<file path="src/rtl/inst_mem_loader_pkg.sv">
// Shared types and constants for the instruction-memory byte-stream loader.
// INST_LOADER_CHECKSUM_EN adds the CHK state for the trailing XOR byte.
package inst_mem_loader_pkg;

  localparam int ADDR_W_DEF     = 12;
  localparam int DATA_W_DEF     = 19;
  localparam int BYTES_PER_WORD = 3;
  localparam int LEN_W          = 12;

  typedef enum logic [2:0] {
    ST_IDLE,
    ST_LEN_LO,
    ST_LEN_HI,
    ST_B0,
    ST_B1,
    ST_B2,
`ifdef INST_LOADER_CHECKSUM_EN
    ST_CHK,
`endif
    ST_FIN
  } state_t;

endpackage

</file>
<file path="src/rtl/inst_word_assembler.sv">
// Collects the low bytes of each word and registers the assembled write data
// when the top byte arrives, so wr_data is stable through the write cycle.
module inst_word_assembler
  import inst_mem_loader_pkg::*;
#(
  parameter int DATA_W = DATA_W_DEF
) (
  input  logic              clk,
  input  logic              rst,
  input  logic              ld_b0,
  input  logic              ld_b1,
  input  logic              ld_b2,
  input  logic [7:0]        in_byte,
  output logic [DATA_W-1:0] wr_data
);

  // Bits of the top byte that survive; the rest of B2 is ignored.
  localparam int HI_W = DATA_W - 8 * (BYTES_PER_WORD - 1);

  logic [7:0] b0;
  logic [7:0] b1;

  // NOTE: sequential state uses non-blocking assignments so every register
  // samples the pre-edge values regardless of statement order.
  always_ff @(posedge clk) begin
    if (rst) begin
      b0      <= '0;
      b1      <= '0;
      wr_data <= '0;
    end else begin
      if (ld_b0) b0 <= in_byte;
      if (ld_b1) b1 <= in_byte;
      if (ld_b2) wr_data <= {in_byte[HI_W-1:0], b1, b0};
    end
  end

endmodule

</file>
<file path="src/rtl/inst_mem_loader.sv">
// Byte-stream instruction-memory loader: length header, then 3-byte words.
// Define INST_LOADER_CHECKSUM_EN to require a trailing XOR checksum byte.
module inst_mem_loader
  import inst_mem_loader_pkg::*;
#(
  parameter int ADDR_W = ADDR_W_DEF,
  parameter int DATA_W = DATA_W_DEF
) (
  input  logic              clk,
  input  logic              rst,
  input  logic              start,
  input  logic [7:0]        in_byte,
  input  logic              in_valid,
  output logic              in_ready,
  output logic              wr_en,
  output logic [ADDR_W-1:0] wr_addr,
  output logic [DATA_W-1:0] wr_data,
  output logic              cpu_stall,
  output logic              done,
  output logic              err
);

  state_t           state;
  state_t           state_nxt;
  logic [LEN_W-1:0] len_m1;
  logic             accept;
  logic             start_acc;
  logic             last_word;

  assign accept    = in_valid & in_ready;
  assign start_acc = (state == ST_IDLE) & start;
  assign cpu_stall = (state != ST_IDLE);
  // wr_addr only advances after a write, so it equals the index of the word
  // whose B2 is on the bus.
  assign last_word = (wr_addr == ADDR_W'(len_m1));

  // NOTE: every always_comb output gets a default first; a missing branch
  // would otherwise infer a latch.
  always_comb begin
    state_nxt = state;
    in_ready  = 1'b0;
    unique case (state)
      ST_IDLE: if (start) state_nxt = ST_LEN_LO;
      ST_LEN_LO: begin
        in_ready = 1'b1;
        if (in_valid) state_nxt = ST_LEN_HI;
      end
      ST_LEN_HI: begin
        in_ready = 1'b1;
        if (in_valid) state_nxt = ST_B0;
      end
      ST_B0: begin
        in_ready = 1'b1;
        if (in_valid) state_nxt = ST_B1;
      end
      ST_B1: begin
        in_ready = 1'b1;
        if (in_valid) state_nxt = ST_B2;
      end
      ST_B2: begin
        in_ready = 1'b1;
        if (in_valid) begin
`ifdef INST_LOADER_CHECKSUM_EN
          state_nxt = last_word ? ST_CHK : ST_B0;
`else
          state_nxt = last_word ? ST_FIN : ST_B0;
`endif
        end
      end
`ifdef INST_LOADER_CHECKSUM_EN
      ST_CHK: begin
        in_ready = 1'b1;
        if (in_valid) state_nxt = ST_FIN;
      end
`endif
      ST_FIN:  state_nxt = ST_IDLE;
      default: state_nxt = ST_IDLE;
    endcase
  end

  always_ff @(posedge clk) begin
    if (rst) state <= ST_IDLE;
    else     state <= state_nxt;
  end

  always_ff @(posedge clk) begin
    if (rst) begin
      wr_en   <= 1'b0;
      wr_addr <= '0;
      len_m1  <= '0;
    end else begin
      wr_en <= accept & (state == ST_B2);
      if (start_acc)                wr_addr <= '0;
      else if (wr_en && !last_word) wr_addr <= wr_addr + 1'b1;
      if (accept && state == ST_LEN_LO) len_m1[7:0]  <= in_byte;
      if (accept && state == ST_LEN_HI) len_m1[11:8] <= in_byte[3:0];
    end
  end

`ifdef INST_LOADER_CHECKSUM_EN
  logic [7:0] csum;

  always_ff @(posedge clk) begin
    if (rst) begin
      csum <= '0;
      done <= 1'b0;
      err  <= 1'b0;
    end else if (start_acc) begin
      csum <= '0;
      done <= 1'b0;
      err  <= 1'b0;
    end else if (accept && state == ST_CHK) begin
      if (in_byte == csum) done <= 1'b1;
      else                 err  <= 1'b1;
    end else if (accept) begin
      csum <= csum ^ in_byte;
    end
  end
`else
  always_ff @(posedge clk) begin
    if (rst)                   done <= 1'b0;
    else if (start_acc)        done <= 1'b0;
    else if (state == ST_FIN)  done <= 1'b1;
  end

  assign err = 1'b0;
`endif

  inst_word_assembler #(.DATA_W(DATA_W)) u_asm (
    .clk     (clk),
    .rst     (rst),
    .ld_b0   (accept & (state == ST_B0)),
    .ld_b1   (accept & (state == ST_B1)),
    .ld_b2   (accept & (state == ST_B2)),
    .in_byte (in_byte),
    .wr_data (wr_data)
  );

endmodule

</file>
<file path="config.mk">
export PLATFORM = sky130hd
export DESIGN_NAME = inst_mem_loader
export DESIGN_NICKNAME = d
export VERILOG_FILES = /design/src/rtl/inst_mem_loader_pkg.sv /design/src/rtl/inst_word_assembler.sv /design/src/rtl/inst_mem_loader.sv
export SDC_FILE = /design/constraint.sdc
export NUM_CORES = 1
export LEC_CHECK = 0
export BUFFER_PORTS_ARGS = -buffer_cell sky130_fd_sc_hd__buf_2
export CAP_MARGIN = 20
export CORE_UTILIZATION = 50
export CTS_CLUSTER_DIAMETER = 40
export CTS_CLUSTER_SIZE = 24
export DETAILED_ROUTE_END_ITERATION = 16
export PLACE_DENSITY = 0.84
export SYNTH_ARGS = -nofsm -noshare
export SYNTH_HDL_FRONTEND = slang
export SYNTH_SLANG_ARGS = --single-unit
</file>
<file path="constraint.sdc">
create_clock -name clk -period 3.8 [get_ports clk]
set_clock_uncertainty 0.05 [all_clocks]
set_input_delay 0.38 -clock clk [delete_from_list [all_inputs] [get_ports clk]]
set_output_delay 0.38 -clock clk [all_outputs]
set_load 0.02 [all_outputs]
</file>
==> results of run 1 <==
-- logic make-up after synthesis --
group	Yosys count	share of synthesized area
adder cells (fa/ha/maj)	1	0.00482
other	1	0.00145
buffers and inverters	23	0.0381
multiplexers	12	0.0463
flip-flops	64	0.494
AO/OA/AOI/OAI	70	0.150
AND/OR/NAND/NOR	129	0.221
XOR/XNOR	13	0.0439
-- state kept, by name, summed over array words and instances, names as in the netlist --
name and count:
u_asm.b1 8, u_asm.wr_data 19, wr_addr 12, done 1, len_m1 12, u_asm.b0 8
state 3, wr_en 1
-- where the power goes --
part           switching, mW  internal, mW
Combinational         0.0605        0.0292
Clock                  0.260         0.383
Sequential            0.0120         0.681
Total                  0.333          1.09
-- how the worst max path moves through the flow --
stage / start / to / cells after the start
after floorplan: wr_addr[0] / wr_addr[0] / 6
after global placement: wr_addr[0] / wr_addr[10] / 5
after detailed placement: wr_addr[1] / wr_addr[6] / 5
after CTS: wr_addr[1] / wr_addr[6] / 5
after global routing: state[0] / u_asm.wr_data[10] / 5
final: wr_addr[1] / wr_addr[6] / 5
-- worst max-delay path, stage by stage (launching register included) --
cell and delay (ns):
dfxtp_1 0.50, xnor2_1 0.18, nand4_2 0.18, o31ai_4 0.61
o21ai_0 0.19, a21oi_1 0.16
-- cell usage after synthesis --
cell / instances / area [µm²]
xnor2_1: 12 / 105
o21ai_0: 10 / 50.1
and4_1: 1 / 8.76
nand2_1: 76 / 285
o31a_1: 1 / 8.76
nand4_1: 3 / 18.8
or3_1: 8 / 50.1
dfxtp_1: 64 / 1280
buf_2: 4 / 20.0
xor2_1: 1 / 8.76
inv_1: 4 / 15.0
clkbuf_1: 12 / 45.0
or4_1: 3 / 22.5
buf_1: 1 / 3.75
a31oi_1: 2 / 12.5
conb_1: 1 / 3.75
o311ai_1: 1 / 8.76
a21oi_1: 50 / 250
mux2i_1: 12 / 120
and2_1: 2 / 12.5
nor3_2: 1 / 10.0
nor2_1: 18 / 67.6
nand4_2: 1 / 12.5
o31ai_4: 1 / 21.3
nand3_1: 8 / 40.0
and3_1: 2 / 12.5
buf_4: 2 / 15.0
o211ai_1: 1 / 7.51
o31ai_1: 3 / 22.5
a21o_1: 1 / 7.51
nor3_1: 3 / 15.0
nor2b_1: 3 / 18.8
ha_1: 1 / 12.5
-- per-layer routing --
layer,vias up,wire length (µm),part of all wire
li1,1135,-,-
met1,1073,2540,0.45
met2,55,2770,0.49
met3,7,271,0.048
met4,0,53,0.0094
met5,-,0,0
-- per-stage QoR --
| stage | cell area, µm² | cells | setup WS, ns |
|---|---|---|---|
| 6_report | 3040 | 423 | 1.86 |
| 4_1_cts | 3040 | 423 | 1.86 |
| 2_1_floorplan | 2590 | 313 | 2.02 |
| 3_3_place_gp | 2820 | 407 | 1.95 |
| 3_5_place_dp | 2820 | 407 | 1.90 |
| 5_1_grt | 3040 | 423 | 1.68 |
-- cell type report --
cell class | count | share of cell area
well taps | 67 | 0.0275
clock inverters | 6 | 0.0271
repair buffers | 46 | 0.0756
flip-flops and latches | 64 | 0.421
clock buffers | 10 | 0.0452
multi-input cells | 226 | 0.399
inverters | 4 | 0.00493
==> results.py, run 1 <==
metrics = {
    "detailed_routing": {
        "drt_iter0_markers": 103,
        "drc_errors": 0,
        "vias": 2270,
        "routed_wl_mm": 5.63,
        "vias_per_cell": 5.37,
        "final_antenna_net_count": 0,
        "dr.pass1.iters": 4,
        "post_drt_wl_per_cell_um": 13.3,
    },
    "sta": {
        "holdWs_ns": 0.243,
        "period_share": 0.510,
        "min_period_ns": 1.94,
        "slew_headroom": 0.396,
        "max_freq_ghz": 0.516,
        "timing.final.hold_violations": 0,
        "worst_pin_slew_ns": 0.906,
        "setup_viol": 0,
        "slew_violations": 0,
        "rsz0062_at_grt": "false",
        "fin_setup_tns_ns": 0,
    },
    "layout": {
        "seqCellArea_um2": 1280,
        "multi_input_area_um2": 1210,
        "drive_above_1_share": 0.183,
        "layout_common_cells": "76 x nand2_1, 64 x dfxtp_1, 50 x a21oi_1",
        "n_antenna_cell": 0,
        "final_nets": 364,
        "area_growth_pct": 17.4,
        "fillerInstances": 435,
        "fin_util": 0.628,
        "final_common_cell": "nand2_1",
    },
    "setup_path": {
        "cp.arrival_ns": 2.16,
        "critPathLaunchType": "register",
        "required_ns": 4.02,
        "critPathMaxFanout": 19,
        "endpoint_kind": "register",
        "rrSetupSlack_ns": 1.86,
        "timing.rr.end": "wr_addr[6]",
        "r2r_cells": 5,
        "criticalPathCategory": "reg2reg",
        "r2r-start": "wr_addr[1]",
    },
    "global_route": {
        "antenna_found_initial": 0,
        "use_met2": 0.373,
        "grtUsageMet3": 0.0447,
        "use_met1": 0.277,
        "grt_pass1_vias": 2026,
        "grt_start_max_net_pins": 54,
        "grt_util_all_layers": 0.224,
        "grt_pass1_wl_mm": 9.26,
        "grt_overflow_total": 0,
        "top_usage_layer": "met2",
    },
    "cts": {
        "clk_pin_slew_worst_paths_ns": 0.07,
        "root_buffer": "clkbuf_8",
        "hold_buffers": 0,
        "clock_path_buffers": 2,
        "clock_sinks": 64,
        "h-tree-depth": 3,
        "post_cts_buffers": 0,
        "post_cts_resize_count": 0,
        "cts_buffers": 9,
        "cts_tree": "done",
        "clock_latency_ns": 0.34,
    },
    "min_path": {
        "holdCritStartpoint": "in_valid",
        "min_to": "state[0]",
        "hold_class": "in2reg",
        "min_path_cells": 2,
    },
    "synth": {
        "syn_avg_cell_area_um2": 8.29,
        "seq_area_frac_synth": 0.494,
        "synth_nets": 326,
        "synth-seq-cells": 64,
        "synth_cell_type_count": 33,
        "netlist_area_um2": 2590,
        "netlist_instances": 313,
        "yosysWarnings": 0,
    },
    "pwr": {
        "peakVddDrop_mv": 0.322,
        "p_leak_nw": 1.13,
        "power_density_nw_per_um2": 468,
        "total_power_mw": 1.43,
    },
    "floorplanning": {
        "design.die.area_um2": 5480,
        "fp.dieW_um": 74.0,
        "core_area_um2": 4850,
        "num_rows": 25,
        "die_h_um": 74.0,
        "pin_count": 48,
        "start_util": 0.535,
    },
    "place": {
        "place_hpwl_mm": 3.82,
        "place_congestion": 0.775,
        "port_buffers": 46,
    },
    "job": {
        "drv_cap": 0,
    },
    "status": {
        "outcome": "complete, no violations",
    },
}
No activity file was read; power rests on OpenSTA's default activity.
==> run 2, diff against run 1 <==
- clock period: 3.8 -> 2 ns (I/O delays scaled with it)
==> run 2 against run 1 <==
Register-to-register slack got worse by 1.7 ns. Sequential power up 90%. First-iteration DRC count grew 32%. Combinational power increased by 110%. Global-route usage increased by 1.1 points. Non-clock buffer count is 12 higher. Maximum frequency increased by 6.1%. Sequential share of layout area down 1.2 points. Critical path type unchanged. Largest cell class unchanged. Highest routed layer unchanged.
==> results.py, run 2 (synthesized netlist as in run 1, its figures left out) <==
metrics = {
    "status": {
        "outcome": "complete, no violations",
    },
    "layout": {
        "final_common_cell": "nand2_1",
        "layout_common_cells": "76 x nand2_1, 64 x dfxtp_1, 50 x a21oi_1",
        "drive_above_1_share": 0.209,
        "reg.largest.list": "u_asm.wr_data: 19 flops, len_m1: 12 flops, wr_addr: 12 flops",
        "largest_register_ffs": 19,
        "n_antenna_cell": 0,
        "regMostFlops": "u_asm.wr_data",
        "fillerInstances": 405,
        "area_growth_pct": 20.8,
        "fin_util": 0.646,
        "final_nets": 376,
        "stdcell_count": 435,
        "design_area_um2": 3130,
    },
    "detailed_routing": {
        "routed_wl_mm": 5.78,
        "dr.pass1.iters": 4,
        "final_antenna_net_count": 0,
        "post_drt_wl_per_cell_um": 13.3,
        "wirelength_met1_mm": 2.64,
        "vias": 2305,
        "met3_length_um": 272,
        "vias_per_cell": 5.30,
        "dr_wl_met2_mm": 2.83,
        "drt_iter0_markers": 136,
        "drc_errors": 0,
        "top_layer_used": "met4",
    },
    "global_route": {
        "grt_overflow_total": 0,
        "grt_pass1_vias": 2133,
        "antenna_found_initial": 0,
        "grt_pass1_wl_mm": 9.64,
        "grt_util_all_layers": 0.234,
        "grt_start_max_net_pins": 51,
    },
    "cts": {
        "h-tree-depth": 3,
        "cts_tree": "done",
        "post_cts_buffers": 0,
        "post_cts_resize_count": 0,
        "root_buffer": "clkbuf_8",
        "cts_buffers": 9,
        "clock_latency_ns": 0.34,
        "clk_pin_slew_worst_paths_ns": 0.07,
        "hold_buffers": 0,
        "clock_path_buffers": 2,
        "clock_sinks": 64,
    },
    "floorplanning": {
        "pin_count": 48,
        "num_rows": 25,
        "die_h_um": 74.0,
        "design.die.area_um2": 5480,
        "start_util": 0.535,
        "fp.dieW_um": 74.0,
        "core_area_um2": 4850,
    },
    "place": {
        "port_buffers": 46,
        "place_congestion": 0.831,
        "placedCellCount": 419,
        "place_area_um2": 2910,
        "dpl_worst_slack_ns": 0.257,
        "place_hpwl_mm": 4.04,
    },
    "setup_path": {
        "cp.arrival_ns": 1.99,
        "path_cells": "xnor2_1 > nand4_1 > o31ai_4 > buf_4 > xor2_1 > nor2_1",
        "required_ns": 2.16,
        "criticalPathCategory": "reg2reg",
        "timing.rr.end": "wr_addr[0]",
        "crit_path_max_incr_delay_ns": 0.45,
        "endpoint_kind": "register",
        "r2r-start": "wr_addr[7]",
        "rrSetupSlack_ns": 0.17,
        "critPathLaunchType": "register",
        "r2r_cells": 6,
        "path_buf_inv": 1,
        "critPathMaxFanout": 8,
        "slowest_stage": "o31ai_4",
        "path_delay_family": "compound AO/OA/AOI/OAI gates",
    },
    "sta": {
        "max_freq_ghz": 0.548,
        "period_share": 0.913,
        "rsz0062_at_grt": "false",
        "timing.final.hold_violations": 0,
        "setup_slack_ns": 0.175,
        "fin_setup_tns_ns": 0,
        "min_period_ns": 1.83,
        "slew_violations": 0,
        "setup_viol": 0,
        "holdWs_ns": 0.0680,
    },
    "pwr": {
        "p_leak_nw": 1.18,
        "total_power_mw": 2.69,
        "peakVddDrop_mv": 0.553,
        "power_density_nw_per_um2": 860,
    },
    "min_path": {
        "holdCritStartpoint": "in_byte[4]",
        "hold_class": "in2reg",
        "min_to": "u_asm.b0[4]",
        "min_path_cells": 3,
    },
    "job": {
        "drv_cap": 0,
    },
}
## run 2: changes by cell type in the layout (fill, tap and decap cells not counted)
cell	delta
clkinv_4	+1
clkbuf_8	-1
clkbuf_1	+1
o311ai_2	+1
buf_4	+12
o311ai_1	-1
clkinvlp_4	-1
## run 2: layer usage
metal  vias to the layer above  track usage
met5                         -            0
met4                         0        0.103
met3                         4       0.0705
met2                        55        0.377
met1                      1085        0.291
li1                       1161            -
## run 2: worst max-delay path by stage
stage	from	to	cells after the start
6_report	wr_addr[7]	wr_addr[0]	6
2_1_floorplan	wr_addr[0]	wr_addr[0]	6
5_1_grt	wr_addr[7]	wr_addr[4]	6
4_1_cts	wr_addr[7]	wr_addr[0]	6
3_5_place_dp	wr_addr[7]	wr_addr[0]	6
3_3_place_gp	wr_addr[3]	wr_addr[0]	6
## run 2: layout make-up
cell class,instances,area [µm²],share of cell area
flip-flops and latches,64,1280,0.409
multi-input cells,226,1220,0.390
repair buffers,58,320,0.102
clock buffers,10,128,0.0407
clock inverters,6,83.8,0.0268
well taps,67,83.8,0.0268
inverters,4,15.0,0.00479
## run 2: power by group
| part | switching [mW] | internal [mW] | total [mW] |
|---|---|---|---|
| sequential | 0.0232 | 1.29 | 1.32 |
| clock | 0.493 | 0.697 | 1.19 |
| combinational | 0.120 | 0.0668 | 0.187 |
| total | 0.637 | 2.06 | 2.69 |
## run 2: worst reg2reg max path, delay by kind of cell (launching register included)
kind | cells | cell delay [ns]
DFF | 1 | 0.42
xor gates and xnor gates | 2 | 0.29
and+or+nand+nor | 2 | 0.28
buffers and inverters | 1 | 0.21
AOI/OAI and AO/OA | 1 | 0.45
